### config.mk
export PLATFORM = sky130hd
export DESIGN_NAME = clock_time_counter_flat
export DESIGN_NICKNAME = d
export VERILOG_FILES = /design/src/rtl/clock_time_counter_if.sv /design/src/rtl/clock_time_counter.sv /design/src/flat_wrapper.sv
export SDC_FILE = /design/constraint.sdc
export NUM_CORES = 1
export LEC_CHECK = 0
export ABC_AREA = 1
export BUFFER_PORTS_ARGS = -buffer_cell sky130_fd_sc_hd__buf_2
export CAP_MARGIN = 10
export CORE_ASPECT_RATIO = 1.2
export CORE_MARGIN = 4
export CORE_UTILIZATION = 25
export CTS_CLUSTER_SIZE = 40
export DETAILED_ROUTE_END_ITERATION = 16
export PLACE_DENSITY_LB_ADDON = 0.12
export SLEW_MARGIN = 20
export SYNTH_ARGS = -nofsm -noshare
export SYNTH_HDL_FRONTEND = slang
export SYNTH_SLANG_ARGS = --single-unit
### constraint.sdc
create_clock -name clk_100MHz -period 2.29 [get_ports clk_100MHz]
set_input_delay 0.229 -clock clk_100MHz [delete_from_list [all_inputs] [get_ports clk_100MHz]]
set_output_delay 0.229 -clock clk_100MHz [all_outputs]
set_load 0.03 [all_outputs]
### src/rtl/clock_time_counter_if.sv
// Snapshot handshake between the time counter and the OLED text renderer.
// master drives the digits and upd_valid; slave returns upd_ready.
interface clock_time_counter_if;
    logic [7:0] disp_hh;
    logic [7:0] disp_mm;
    logic [7:0] disp_ss;
    logic       upd_valid;
    logic       upd_ready;

    modport master (
        output disp_hh, disp_mm, disp_ss, upd_valid,
        input  upd_ready
    );

    modport slave (
        input  disp_hh, disp_mm, disp_ss, upd_valid,
        output upd_ready
    );
endinterface

### src/rtl/clock_time_counter.sv
// BCD HH:MM:SS time-of-day counter fed by the 1 Hz divider, with a valid/ready snapshot port.
// Optional alarm compare is compiled in when the ALARM_EN macro is defined.
module clock_time_counter #(
    parameter int unsigned HOUR_MAX    = 23,
    parameter int unsigned SYNC_STAGES = 2
) (
    input  logic       clk_100MHz,
    input  logic       reset,
    input  logic       clk_1Hz,
    input  logic       run,
    input  logic       clear,
    input  logic       set_en,
    input  logic [7:0] set_hh,
    input  logic [7:0] set_mm,
    input  logic [7:0] set_ss,
    output logic       set_err,
    output logic [7:0] hh_bcd,
    output logic [7:0] mm_bcd,
    output logic [7:0] ss_bcd,
`ifdef ALARM_EN
    input  logic [7:0] al_hh,
    input  logic [7:0] al_mm,
    input  logic [7:0] al_ss,
    input  logic       al_arm,
    output logic       alarm,
`endif
    clock_time_counter_if.master upd
);

    localparam logic [7:0] HOUR_MAX_BCD = 8'(((HOUR_MAX / 10) << 4) | (HOUR_MAX % 10));

    // Wraps to 00 at max_v, otherwise a plain BCD increment of the two digits.
    function automatic logic [7:0] bcd_inc(input logic [7:0] v, input logic [7:0] max_v);
        logic [7:0] r;
        if (v == max_v) begin
            r = 8'h00;
        end else if (v[3:0] == 4'd9) begin
            r = {v[7:4] + 4'd1, 4'd0};
        end else begin
            r = v + 8'd1;
        end
        return r;
    endfunction

    // ---------------------------------------------------------------- input sampling
    logic [SYNC_STAGES-1:0] sync_q;
    logic [SYNC_STAGES-1:0] fill_q;
    logic                   hist_q;
    logic                   primed_q;
    logic                   tick_q;
    logic                   sync_out;
    logic                   tick_d;

    assign sync_out = sync_q[SYNC_STAGES-1];
    // A high level seen straight out of reset is not an edge: the chain must first
    // carry real samples and show a low before any rise counts.
    assign tick_d   = sync_out & ~hist_q & primed_q;

    always_ff @(posedge clk_100MHz or posedge reset) begin
        if (reset) begin
            sync_q   <= '0;
            fill_q   <= '0;
            hist_q   <= 1'b0;
            primed_q <= 1'b0;
            tick_q   <= 1'b0;
        end else begin
            sync_q   <= {sync_q[SYNC_STAGES-2:0], clk_1Hz};
            fill_q   <= {fill_q[SYNC_STAGES-2:0], 1'b1};
            hist_q   <= sync_out;
            primed_q <= primed_q | (fill_q[SYNC_STAGES-1] & ~sync_out);
            tick_q   <= tick_d;
        end
    end

    // ---------------------------------------------------------------- time count
    logic [7:0] hh_q, mm_q, ss_q;
    logic [7:0] hh_d, mm_d, ss_d;
    logic [7:0] hh_inc, mm_inc, ss_inc;
    logic       set_ok;
    logic       change;
    logic       set_err_q, set_err_d;

    always_comb begin
        set_ok = (set_hh[7:4] <= 4'd9) && (set_hh[3:0] <= 4'd9) &&
                 (set_mm[7:4] <= 4'd9) && (set_mm[3:0] <= 4'd9) &&
                 (set_ss[7:4] <= 4'd9) && (set_ss[3:0] <= 4'd9) &&
                 (set_ss <= 8'h59) && (set_mm <= 8'h59) && (set_hh <= HOUR_MAX_BCD);
    end

    always_comb begin
        ss_inc    = bcd_inc(ss_q, 8'h59);
        mm_inc    = bcd_inc(mm_q, 8'h59);
        hh_inc    = bcd_inc(hh_q, HOUR_MAX_BCD);
        hh_d      = hh_q;
        mm_d      = mm_q;
        ss_d      = ss_q;
        change    = 1'b0;
        set_err_d = set_en & ~clear & ~set_ok;
        if (clear) begin
            hh_d   = 8'h00;
            mm_d   = 8'h00;
            ss_d   = 8'h00;
            change = 1'b1;
        end else if (set_en && set_ok) begin
            hh_d   = set_hh;
            mm_d   = set_mm;
            ss_d   = set_ss;
            change = 1'b1;
        end else if (tick_q && run) begin
            ss_d   = ss_inc;
            change = 1'b1;
            if (ss_q == 8'h59) begin
                mm_d = mm_inc;
                if (mm_q == 8'h59) begin
                    hh_d = hh_inc;
                end
            end
        end
    end

    always_ff @(posedge clk_100MHz or posedge reset) begin
        if (reset) begin
            hh_q      <= 8'h00;
            mm_q      <= 8'h00;
            ss_q      <= 8'h00;
            set_err_q <= 1'b0;
        end else begin
            hh_q      <= hh_d;
            mm_q      <= mm_d;
            ss_q      <= ss_d;
            set_err_q <= set_err_d;
        end
    end

    assign hh_bcd  = hh_q;
    assign mm_bcd  = mm_q;
    assign ss_bcd  = ss_q;
    assign set_err = set_err_q;

    // ---------------------------------------------------------------- snapshot handshake
    logic       pending_q, pending_d;
    logic       valid_q, valid_d;
    logic       load;
    logic [7:0] disp_hh_q, disp_mm_q, disp_ss_q;
    logic [7:0] disp_hh_d, disp_mm_d, disp_ss_d;

    // The load copies the pre-change live value; a change in the same cycle re-arms pending.
    always_comb begin
        load      = pending_q & (~valid_q | upd.upd_ready);
        pending_d = change | (pending_q & ~load);
        valid_d   = valid_q;
        disp_hh_d = disp_hh_q;
        disp_mm_d = disp_mm_q;
        disp_ss_d = disp_ss_q;
        if (load) begin
            valid_d   = 1'b1;
            disp_hh_d = hh_q;
            disp_mm_d = mm_q;
            disp_ss_d = ss_q;
        end else if (upd.upd_ready) begin
            valid_d = 1'b0;
        end
    end

    always_ff @(posedge clk_100MHz or posedge reset) begin
        if (reset) begin
            pending_q <= 1'b0;
            valid_q   <= 1'b0;
            disp_hh_q <= 8'h00;
            disp_mm_q <= 8'h00;
            disp_ss_q <= 8'h00;
        end else begin
            pending_q <= pending_d;
            valid_q   <= valid_d;
            disp_hh_q <= disp_hh_d;
            disp_mm_q <= disp_mm_d;
            disp_ss_q <= disp_ss_d;
        end
    end

    assign upd.upd_valid = valid_q;
    assign upd.disp_hh   = disp_hh_q;
    assign upd.disp_mm   = disp_mm_q;
    assign upd.disp_ss   = disp_ss_q;

`ifdef ALARM_EN
    // ---------------------------------------------------------------- alarm
    logic alarm_q, alarm_d;
    logic hit;

    // Fires only on a change into equality, so sitting on the alarm time never re-fires.
    always_comb begin
        hit     = change && ({hh_d, mm_d, ss_d} == {al_hh, al_mm, al_ss}) &&
                  ({hh_q, mm_q, ss_q} != {al_hh, al_mm, al_ss});
        alarm_d = alarm_q;
        if (!al_arm) begin
            alarm_d = 1'b0;
        end else if (hit) begin
            alarm_d = 1'b1;
        end else if (clear) begin
            alarm_d = 1'b0;
        end
    end

    always_ff @(posedge clk_100MHz or posedge reset) begin
        if (reset) begin
            alarm_q <= 1'b0;
        end else begin
            alarm_q <= alarm_d;
        end
    end

    assign alarm = alarm_q;
`endif

endmodule

### src/flat_wrapper.sv
// flat-port wrapper written by rule: the top's interface ports become plain ports
module clock_time_counter_flat 
#(
    parameter int unsigned HOUR_MAX    = 23,
    parameter int unsigned SYNC_STAGES = 2
)
  (clk_100MHz, reset, clk_1Hz, run, clear, set_en, set_hh, set_mm, set_ss, set_err, hh_bcd, mm_bcd, ss_bcd, upd_disp_hh, upd_disp_mm, upd_disp_ss, upd_upd_valid, upd_upd_ready);
  clock_time_counter_if upd_i ();
  input  logic clk_100MHz;
  input  logic reset;
  input  logic clk_1Hz;
  input  logic run;
  input  logic clear;
  input  logic set_en;
  input  logic [7:0] set_hh;
  input  logic [7:0] set_mm;
  input  logic [7:0] set_ss;
  output logic set_err;
  output logic [7:0] hh_bcd;
  output logic [7:0] mm_bcd;
  output logic [7:0] ss_bcd;
  output wire logic [$bits(upd_i.disp_hh)-1:0] upd_disp_hh;
  output wire logic [$bits(upd_i.disp_mm)-1:0] upd_disp_mm;
  output wire logic [$bits(upd_i.disp_ss)-1:0] upd_disp_ss;
  output wire logic [$bits(upd_i.upd_valid)-1:0] upd_upd_valid;
  input wire logic [$bits(upd_i.upd_ready)-1:0] upd_upd_ready;
  assign upd_disp_hh = upd_i.disp_hh;
  assign upd_disp_mm = upd_i.disp_mm;
  assign upd_disp_ss = upd_i.disp_ss;
  assign upd_upd_valid = upd_i.upd_valid;
  assign upd_i.upd_ready = upd_upd_ready;
  clock_time_counter #(.HOUR_MAX(HOUR_MAX), .SYNC_STAGES(SYNC_STAGES)) u_core (.clk_100MHz(clk_100MHz), .reset(reset), .clk_1Hz(clk_1Hz), .run(run), .clear(clear), .set_en(set_en), .set_hh(set_hh), .set_mm(set_mm), .set_ss(set_ss), .set_err(set_err), .hh_bcd(hh_bcd), .mm_bcd(mm_bcd), .ss_bcd(ss_bcd), .upd(upd_i));
endmodule
==> results.md <==
- CP Launch Type: flop
- Vias in the first global route: approximately 3,100
- GRT Overall Usage: a little over an eighth
- Largest net degree at the start of global routing: 37
- Core area: 0.0127 mm2
- Setup CP Type: reg -> reg
- DR pass1 iterations: 4
- Setup repair bufs after CTS: 0
- Placer Congestion: ~0.78
- Worst EP arrival: around 2.2 ns
- Die Y: 133 um
- First-pass GRT wire length: ~16,000 um
- Final Hold Viols: 0
- Final Util: 33.3%
- Primary FF master, synth: dfrtp_1
- Worst r2r src: u_core.mm_bcd[1]$_DFFE_PP0P_
- RSZ-0062 raised after global routing: false
- Initial drt markers: 86
- Worst skew pair latency: 0.34 ns
- Status: finished, final reports clean
- Yosys reg bits: between 50 and 60
- IO Pins: 81
- Clock tree root driver cell: clkbuf_16
- Via Count: between 3,000 and 4,000
- Accumulated negative setup slack: 0 ns
- Final period utilization: around 86%
- EDFF count, synth: 0
- Die Area: between 0.015 and 0.02 mm2
- Hold_sp: set_mm[0]
- CTS tree: yes
- Sw frac: between 20 and 30%
- Yosys cell types: 33
- Clock power frac: between 50 and 60%
- Syn Inst Count: 427
- CP Launch Point: u_core.mm_bcd[1]$_DFFE_PP0P_
- Combinational group share of total power: a little under a tenth
- Critical path endpoint category: flop
- Hold WC Path Type: in -> reg
- Vias per inst: around 4.5
- Die X: about 110 um
- Max Freq: slightly above 0.5 GHz
- TritonCTS Sinks: 58
- Grt ovf: 0
- CP max FO: 10
- Path depth of the worst reg2reg path: 8
- Reg power frac: 38.5%
- Final WS setup: roughly 0.33 ns
- Initial antenna violation count: 0
- Final ANT Viol Nets: 0
- Pwr Density: approximately 660 mW/mm2
- Ant. Diodes: 0
- Reg2reg end: u_core.hh_bcd[7]$_DFFE_PP0P_
- Syn Nets: 470
- Netlist Area Pre-Place: 0.00328 mm2
- Syn. warnings: 0
- IO buf count: 80
- Drt drc: 0
- Max Cap Viol: 0
- Area Overhead vs Synth: 29.0%
- Clock Tree Buf Depth: 2
- Initial Util: between 20 and 30%
- DR WL/cell: 14.4 um
- Min cycle time layout: around 2.0 ns
- CTS Buf Count: 9
- Pins Over Slew Limit: 0
- Sw power: 702 uW
- Dpl ws: roughly 0.37 ns
- Worst Hold Path EP: u_core.mm_bcd[0]$_DFFE_PP0P_
- Int Pwr: around 2.1 mW
- Share of cells above drive strength 1: between 20% and 30%
- Sequential share of the synthesized area: 44.3%
- Syn Area/Cell: 7.68 um2
- Final wirelength: between 9000 and 10,000 um
- Slew HR: between 60 and 70%
- Async SR Flop Fraction: between 90% and 100%
- H-tree levels: 3
- Leak: roughly 2.2 nW
- Maximum vdd ir drop: approximately 0.32 mV
- Critical path data required time: 2.55 ns
- Final-stage net count: about 560
- Reg-to-reg setup timing slack: ~0.33 ns
- Cell Rows: between 40 and 50
- Clock Skew: about 0.0071 ns
- Final HPWL DP: about 7600 um
- Worst-margin pin slew: 0.549 ns
- Setup violators final: 0
- Clock-pin slew on the worst setup and hold paths: around 0.060 ns
- Hold path cells: 3
## cell usage after synthesis (2+ instances only)
| cell | count | share of area, % |
|---|---|---|
| nand2_1 | 139 | 16 |
| or2_0 | 2 | 0.38 |
| nand3_1 | 52 | 7.9 |
| o21ai_1 | 6 | 0.92 |
| a21oi_1 | 9 | 1.4 |
| clkbuf_1 | 7 | 0.80 |
| nor2_4 | 4 | 1.4 |
| buf_6 | 2 | 0.69 |
| ha_1 | 12 | 4.6 |
| dfrtp_1 | 58 | 44 |
| inv_1 | 43 | 4.9 |
| nor3_1 | 3 | 0.46 |
| nand4_1 | 5 | 0.95 |
| inv_2 | 5 | 0.57 |
| xor2_1 | 6 | 1.6 |
| o21ai_0 | 39 | 6.0 |
| nand2_2 | 2 | 0.38 |
| nor2_1 | 15 | 1.7 |
| buf_2 | 2 | 0.31 |
| a21oi_4 | 2 | 0.99 |
| nand3_4 | 2 | 1.1 |
## through the flow
stage               instance area, um2  hold slack [ns]  total power [mW]  std cells
CTS                               4230            0.110              2.84        685
finish                            4230            0.120              2.79        685
floorplan                         3280            0.260              1.25        427
global placement                  3890            0.312              1.36        667
detailed placement                3890            0.318              1.36        667
global route                      4230            0.139              2.91        685
## placed cells by master, fill, tap and decap left out, drive strengths merged, types with 5 or more instances in the layout
master,Yosys,final
buf,5,88
clkbuf,7,10
dfrtp,58,58
o21ai,45,45
nand3,55,55
nor2,20,20
nand4,5,5
ha,12,12
xor2,6,6
a21oi,11,11
inv,48,48
nand2,142,142
## flip-flops by register name (all words and copies together), names as in the netlist
name / flops
u_core.fill_q: 2
u_core.hh_bcd: 8
u_core.hist_q: 1
u_core.mm_bcd: 8
u_core.pending_q: 1
u_core.primed_q: 1
u_core.set_err: 1
u_core.ss_bcd: 8
u_core.sync_q: 2
u_core.tick_q: 1
u_core.upd.disp_hh: 8
u_core.upd.disp_mm: 8
u_core.upd.disp_ss: 8
u_core.upd.upd_valid: 1
## kinds of logic (layout without fill, tap and decap cells)
group	after synthesis	after routing	synth area share [%]
buffers and inverters	60	154	7.52
XOR/XNOR	7	7	1.87
adder cells (fa/ha/maj)	12	12	4.58
flip-flops	58	58	44.3
AO/OA/AOI/OAI	60	60	10.1
AND/OR/NAND/NOR	228	228	31.2
multiplexers	1	1	0.343
other	1	1	0.114
## power by group through the flow
| stage | clock network, mW | logic [mW] | registers (mW) |
|---|---|---|---|
| 2_1_floorplan | 0 | 0.117 | 1.13 |
| 3_3_place_gp | 0 | 0.269 | 1.09 |
| 3_5_place_dp | 0 | 0.269 | 1.09 |
| 4_1_cts | 1.49 | 0.272 | 1.08 |
| 5_1_grt | 1.53 | 0.298 | 1.08 |
| 6_report | 1.45 | 0.264 | 1.08 |
## worst max path at each step
stage	to	slack (ns)
global route	u_core.hh_bcd[6]$_DFFE_PP0P_	0.20
CTS	u_core.hh_bcd[7]$_DFFE_PP0P_	0.33
finish	u_core.hh_bcd[7]$_DFFE_PP0P_	0.33
detailed placement	u_core.hh_bcd[7]$_DFFE_PP0P_	0.37
global placement	u_core.hh_bcd[7]$_DFFE_PP0P_	0.37
floorplan	u_core.hh_bcd[6]$_DFFE_PP0P_	0.56
## worst max-delay path, stage by stage, from the launching register on
cell and delay [ns]:
dfrtp_1 0.43, inv_1 0.15, ha_1 0.19, nand3_1 0.19, nor2_1 0.38, nand2_4 0.18, nand3_2 0.15, nand2_1 0.09
o21ai_1 0.12
## metal layers
metal  global-route usage, %  up-vias  part of all wire [%]
li1                        -     1556                     -
met2                    22.3       57                    48
met5                       0        -                     0
met1                    17.2     1444                    46
met4                    5.08        0                   1.7
met3                    2.95       14                   3.9
## final cells by class
type / count / area, um2
Inverter: 48 / 180
Multi-Input combinational cell: 309 / 1580
Clock buffer: 10 / 229
Clock inverter: 6 / 91.3
Fill cell: 1405 / 8490
Sequential cell: 58 / 1450
Tap cell: 164 / 205
Timing Repair Buffer: 90 / 493
## timing repair
| item | 4_1_cts | 5_1_grt |
|---|---|---|
| resized for setup | 0 | 0 |
| endpoints found under the hold margin | 23 | 0 |
| hold buffers | 2 | 0 |
No activity file was read; power rests on OpenSTA's default activity.
